--- config.mk ---
export PLATFORM = sky130hd
export DESIGN_NAME = motor_pwm_driver
export DESIGN_NICKNAME = d
export VERILOG_FILES = /design/src/rtl/motor_pkg.sv /design/src/rtl/motor_pwm_driver_pwm_core.sv /design/src/rtl/motor_pwm_driver.sv
export SDC_FILE = /design/constraint.sdc
export NUM_CORES = 1
export LEC_CHECK = 0
export ABC_AREA = 1
export CORE_MARGIN = 2
export CORE_UTILIZATION = 54
export CTS_BUF_LIST = sky130_fd_sc_hd__clkbuf_8
export CTS_CLUSTER_DIAMETER = 120
export DETAILED_ROUTE_END_ITERATION = 10
export GPL_TIMING_DRIVEN = 0
export PLACE_DENSITY = 0.8
export SYNTH_ARGS = -nofsm -noshare
export SYNTH_HDL_FRONTEND = slang
export SYNTH_SLANG_ARGS = --single-unit
export TNS_END_PERCENT = 100
--- constraint.sdc ---
create_clock -name clk -period 2.8 [get_ports clk]
set_clock_uncertainty 0.15 [all_clocks]
set_input_delay 0.28 -clock clk [delete_from_list [all_inputs] [get_ports clk]]
set_output_delay 0.28 -clock clk [all_outputs]
set_load 0.03 [all_outputs]
--- src/rtl/motor_pkg.sv ---
// Shared types and default constants for the motor PWM driver slice.
package motor_pkg;

  localparam int unsigned PWM_BITS_DEF = 8;
  localparam int unsigned DUTY_30_DEF  = 77;
  localparam int unsigned DUTY_50_DEF  = 128;
  localparam int unsigned DUTY_100_DEF = 255;

  typedef enum logic [1:0] {
    IDLE,
    RAMP_UP,
    RAMP_DOWN,
    HOLD
  } motor_state_e;

endpackage

--- src/rtl/motor_pwm_driver_pwm_core.sv ---
// PWM counter (0..2^PWM_BITS-2), period-boundary flag and registered comparator.
module pwm_core
  import motor_pkg::*;
#(
  parameter int unsigned PWM_BITS = PWM_BITS_DEF
) (
  input  logic                clk,
  input  logic                reset,
  input  logic [PWM_BITS-1:0] duty,
  input  logic                kill,
  output logic                pwm_out,
  output logic                boundary
);

  localparam logic [PWM_BITS-1:0] CNT_LAST = {{(PWM_BITS-1){1'b1}}, 1'b0};

  logic [PWM_BITS-1:0] cnt_q, cnt_d;
  logic                pwm_q, pwm_d;

  // boundary marks the last count, so a duty update lands exactly as cnt wraps to 0
  always_comb begin
    boundary = (cnt_q == CNT_LAST);
    cnt_d    = boundary ? '0 : cnt_q + 1'b1;
    pwm_d    = !kill && (cnt_q < duty);
  end

  always_ff @(posedge clk) begin
    if (reset) begin
      cnt_q <= '0;
      pwm_q <= 1'b0;
    end else begin
      cnt_q <= cnt_d;
      pwm_q <= pwm_d;
    end
  end

  assign pwm_out = pwm_q;

endmodule

--- src/rtl/motor_pwm_driver.sv ---
// Level-flag to PWM motor driver with one-LSB duty slew at period boundaries.
// Optional build macro MOTOR_PWM_BRAKE_EN: enable low brakes duty and output to 0 at once.
module motor_pwm_driver
  import motor_pkg::*;
#(
  parameter int unsigned PWM_BITS = PWM_BITS_DEF,
  parameter int unsigned STEP_DIV = 4,
  parameter int unsigned DUTY_30  = DUTY_30_DEF,
  parameter int unsigned DUTY_50  = DUTY_50_DEF,
  parameter int unsigned DUTY_100 = DUTY_100_DEF
) (
  input  logic                clk,
  input  logic                reset,
  input  logic                enable,
  input  logic                lvl_30,
  input  logic                lvl_50,
  input  logic                lvl_100,
  output logic                pwm_out,
  output logic [PWM_BITS-1:0] duty_cur,
  output logic                at_target,
  output logic                fault
);

  localparam int unsigned         PER_W    = (STEP_DIV > 1) ? $clog2(STEP_DIV) : 1;
  localparam logic [PER_W-1:0]    PER_LAST = PER_W'(STEP_DIV - 1);
  localparam logic [PWM_BITS-1:0] D30      = PWM_BITS'(DUTY_30);
  localparam logic [PWM_BITS-1:0] D50      = PWM_BITS'(DUTY_50);
  localparam logic [PWM_BITS-1:0] D100     = PWM_BITS'(DUTY_100);

  logic [PWM_BITS-1:0] target_q, target_d;
  logic [PWM_BITS-1:0] duty_q, duty_d;
  logic [PER_W-1:0]    per_q, per_d;
  logic                fault_q, fault_d;
  motor_state_e        state_q, state_d;
  logic [1:0]          n_lvl;
  logic                boundary, step_tick, brake;

  always_comb begin
    n_lvl   = {1'b0, lvl_30} + {1'b0, lvl_50} + {1'b0, lvl_100};
    fault_d = (n_lvl > 2'd1);
    target_d = target_q;
    if (!enable || n_lvl == 2'd0) begin
      target_d = '0;
    end else if (n_lvl == 2'd1) begin
      if (lvl_30)      target_d = D30;
      else if (lvl_50) target_d = D50;
      else             target_d = D100;
    end
  end

`ifdef MOTOR_PWM_BRAKE_EN
  assign brake = !enable;
`else
  assign brake = 1'b0;
`endif

  // Each tick steps toward the live target, so the next state is re-derived
  // from where the duty lands rather than from per-state transition arcs.
  always_comb begin
    step_tick = boundary && (per_q == PER_LAST);
    per_d     = per_q;
    if (boundary) per_d = (per_q == PER_LAST) ? '0 : per_q + 1'b1;

    duty_d = duty_q;
    if (brake) begin
      duty_d = '0;
    end else if (step_tick) begin
      if (target_q > duty_q)      duty_d = duty_q + 1'b1;
      else if (target_q < duty_q) duty_d = duty_q - 1'b1;
    end

    if (brake)                  state_d = IDLE;
    else if (duty_d == target_q) state_d = (target_q == '0) ? IDLE : HOLD;
    else if (target_q > duty_d) state_d = RAMP_UP;
    else                        state_d = RAMP_DOWN;
  end

  always_ff @(posedge clk) begin
    if (reset) begin
      target_q <= '0;
      duty_q   <= '0;
      per_q    <= '0;
      fault_q  <= 1'b0;
      state_q  <= IDLE;
    end else begin
      target_q <= target_d;
      duty_q   <= duty_d;
      per_q    <= per_d;
      fault_q  <= fault_d;
      state_q  <= state_d;
    end
  end

  pwm_core #(
    .PWM_BITS(PWM_BITS)
  ) u_core (
    .clk      (clk),
    .reset    (reset),
    .duty     (duty_q),
    .kill     (brake),
    .pwm_out  (pwm_out),
    .boundary (boundary)
  );

  assign duty_cur  = duty_q;
  assign fault     = fault_q;
  assign at_target = ((state_q == HOLD) || (state_q == IDLE)) && (duty_q == target_q);

endmodule

==> key figures <==
Pwr
  – Total power: 0.9162 mW
  – Leak pwr: 1.241 nW
  – Int Pwr: 0.6016 mW
  – Sequential power share: 0.406
  – Clock Power Share: 0.242
  – NetSw: 0.3146 mW
  – Pwr dens: 340.9 nW/um^2
  – Worst VDD drop: 263.2 uV
  – Sw Share: 0.3434
  – Comb pwr share: 0.352

Route
  – DRC viols: 0
  – DRT Wirelength: 5817 um
  – DR pass1 iterations: 7
  – Wire per inst: 16.57 um
  – Vias per cell: 5.838
  – Total number of vias: 2049
  – ANT nets after route: 0
  – Starting DRC count in detailed routing: 260

Timing
  – Slew headroom: 0.7691
  – Count of final hold-check violations: 0
  – Least-Margin Pin Slew: 343.7 ps
  – Period utilisation layout: 1.071
  – F_max: 333.6 MHz
  – RSZ-0062 raised after global routing: true
  – Min cycle time layout: 2997 ps
  – # setup viols final: 2
  – Final setup margin: -197.5 ps
  – Total Neg Setup Slack: -319.6 ps
  – Fin. max-slew vios: 0

Worst setup path
  – CP peak stage delay: 450 ps
  – Critical path, cell by cell: inv_4 > ha_1 > inv_1 > nand2_1 > nand2_1 > nand2_2 > nand2_2 > nand2_4 > nand2_4 > buf_4 > nand2_2 > nand2_4 > nand2_1 > o21ai_1 > ha_1 > inv_1 > nor2_1 > nor2_1 > nor2_1 > a211oi_2 > o21ai_1 > o21ai_1 > inv_1
  – CP startpoint: target_q[6]$_SDFFE_PP0P_
  – R2R setup slack: -200 ps
  – Crit-path max FO: 6
  – Arrival @ worst endpoint: 3020 ps
  – Startpoint types: register
  – WP data required: 2830 ps
  – Crit Path Category: reg -> reg
  – CP max stage cell: dfxtp_4
  – Critical path capture point type: register
  – R2R Path Start: target_q[6]$_SDFFE_PP0P_

Clock tree
  – H-tree Lvls: 1
  – Clk root buf: clkbuf_8
  – Clock slew at reported path FFs: 90 ps
  – CTS sink cnt: 25
  – CTS tree: done
  – Cts hold-fix bufs: 0
  – Max Root-Sink Buffers: 2
  – Skew-Pair Late Insertion Delay: 280 ps
  – TritonCTS buffer count: 3

Die
  – Core Area: 3416 um^2
  – Starting density of the core: 0.5722
  – Die H: 64.16 um
  – Die X: 64.16 um
  – Die area: 4117 um^2
  – Row count: 21
  – I/O pin cnt: 17

Logic synthesis
  – Synth Flop Type: dfxtp_1
  – Netlist cell types: 42
  – Synth Area in Adders: 0.1895
  – EDFF count, synth: 0
  – Xor and xnor fraction of the mapped netlist area: 0.03073
  – Area leader, netlist: dfxtp_1
  – Cells after Synth: 261
  – Synth Warn #: 0
  – Most frequent cells after synthesis: 51 x nand2_1, 28 x ha_1, 28 x inv_1
  – Share of the synthesized area in the top cell type: 0.2561
  – Post-Synth Simple-Gate Area: 0.3476
  – Syn nets: 296
  – Cell with the most instances after synthesis: nand2_1
  – Register area share after synthesis: 0.2561
  – Ys async rst share: 0
  – Post-Syn Area: 1954 um^2
  – Largest family of logic cells by synthesized area: simple AND/OR/NAND/NOR gates
  – Mux share of post-synthesis cell area: 0
  – Flops & latches, synth: 25
  – Synth area leaders: dfxtp_1 26%, ha_1 18%, nand2_1 9.8%
  – Post-synthesis compound-gate area fraction: 0.09859
  – Syn_area_per_cell: 7.488 um^2

Run
  – Max-cap check violation count: 0

Placed design
  – Placed insts: 322
  – Gp weighted congestion: 0.8874
  – DP HPWL: 3259 um
  – # port buffers: 15

GRT
  – Initial antenna violation count: 0
  – All-Layer GR Usage: 0.2469
  – First-pass GRT wire length: 8004 um
  – GR Util met3: 0.04049
  – Gr busiest metal: met2
  – M1 GR Usage: 0.3032
  – Met2 Resource Use GR: 0.4258
  – Largest net degree at the start of global routing: 15
  – Vias in the first global route: 1802
  – GR Overflow Total: 0

Cells and area
  – Ant. Diodes: 0
  – Share of cells above drive strength 1: 0.3541
  – Final nets: 341
  – Area delta synth->final: 37.52%
  – Final Non-Filler Cells: 351

Status
  – Status: finished, violations left
  – Failing checks: setup timing

Hold path
  – Worst Min Path Start: reset
  – Hold Path Class: in -> reg
routing by layer:
layer	part of all wire	routed length, um
met2	0.49	2835
met5	0	0
met1	0.38	2234
met3	0.088	514
met4	0.040	233
state kept, by name (all words and copies together) (netlist names):
name	cells
fault	1
u_core.cnt_q	8
per_q	2
u_core.pwm_out	1
duty_cur	8
state_q	2
target_q	3
final timing paths:
kind / to / cells after the start
max: state_q[0]$_SDFF_PP0_ / 23
min: fault$_SDFF_PP0_ / 2
max reg2reg: state_q[0]$_SDFF_PP0_ / 23
min reg2reg: u_core.cnt_q[0]$_SDFF_PP0_ / 1
metrics by stage:
| step | setup WS, ps | util | area [um^2] | hold slack [ps] |
|---|---|---|---|---|
| after floorplan | 9.622 | - | 1979 | 241.8 |
| after global placement | -219.5 | 0.6403 | 2187 | 309.6 |
| after detailed placement | -302.0 | 0.6403 | 2187 | 313.4 |
| after CTS | -136.3 | 0.7161 | 2446 | 184.6 |
| after global routing | -326.6 | 0.7868 | 2688 | 202.5 |
| final | -197.5 | 0.7868 | 2688 | 197.1 |
area by class of cell:
| type | count | area [um^2] |
|---|---|---|
| plain buffers | 2 | 20.02 |
| repair buffers | 40 | 361.6 |
| multi-input cells | 200 | 1516 |
| flip-flops and latches | 25 | 538.0 |
| fillers | 208 | 728.2 |
| well taps | 46 | 57.56 |
| clock buffers | 3 | 41.29 |
| inverters | 34 | 147.6 |
| clock inverters | 1 | 5.005 |
cell usage in the layout, fill, tap and decap left out, types with 9 or more instances in the layout:
| cell | synthesis | final |
|---|---|---|
| nand2_1 | 51 | 45 |
| ha_4 | 0 | 10 |
| inv_1 | 28 | 21 |
| dfxtp_1 | 25 | 13 |
| dfxtp_4 | 0 | 9 |
| nand4_1 | 9 | 9 |
| ha_1 | 28 | 18 |
| buf_4 | 0 | 21 |
| nand3_1 | 18 | 13 |
| nand2_2 | 8 | 12 |
| a21oi_1 | 11 | 10 |
| clkdlybuf4s50_1 | 0 | 14 |
| nor2_1 | 23 | 23 |
critical path, delay by kind of cell (launching register included):
| kind | cells | cell delay [ps] |
|---|---|---|
| AOI/OAI and AO/OA | 4 | 530 |
| adders and majority gates | 2 | 440 |
| buffers and inverters | 5 | 430 |
| DFF | 1 | 450 |
| and+or+nand+nor | 12 | 880 |
power by group through the flow:
stage | registers (mW) | logic [mW] | clock network (mW)
6_report | 0.372 | 0.322 | 0.222
5_1_grt | 0.373 | 0.344 | 0.233
4_1_cts | 0.372 | 0.246 | 0.225
3_5_place_dp | 0.381 | 0.211 | 0
3_3_place_gp | 0.380 | 0.207 | 0
2_1_floorplan | 0.383 | 0.155 | 0
what timing repair did:
item                                    4_1_cts  5_1_grt
resized for setup                            27       35
buffers inserted                             12       12
gates cloned                                  0        1
pin swaps                                    10       19
endpoints found under the setup margin        2        2
cell families after synthesis:
family,count (synthesis)
and+or+nand+nor,134
buffers and inverters,36
AOI/OAI and AO/OA,31
adders and majority gates,29
DFF,25
xor gates and xnor gates,6
Note: power is estimated with default switching activity, not from simulation.
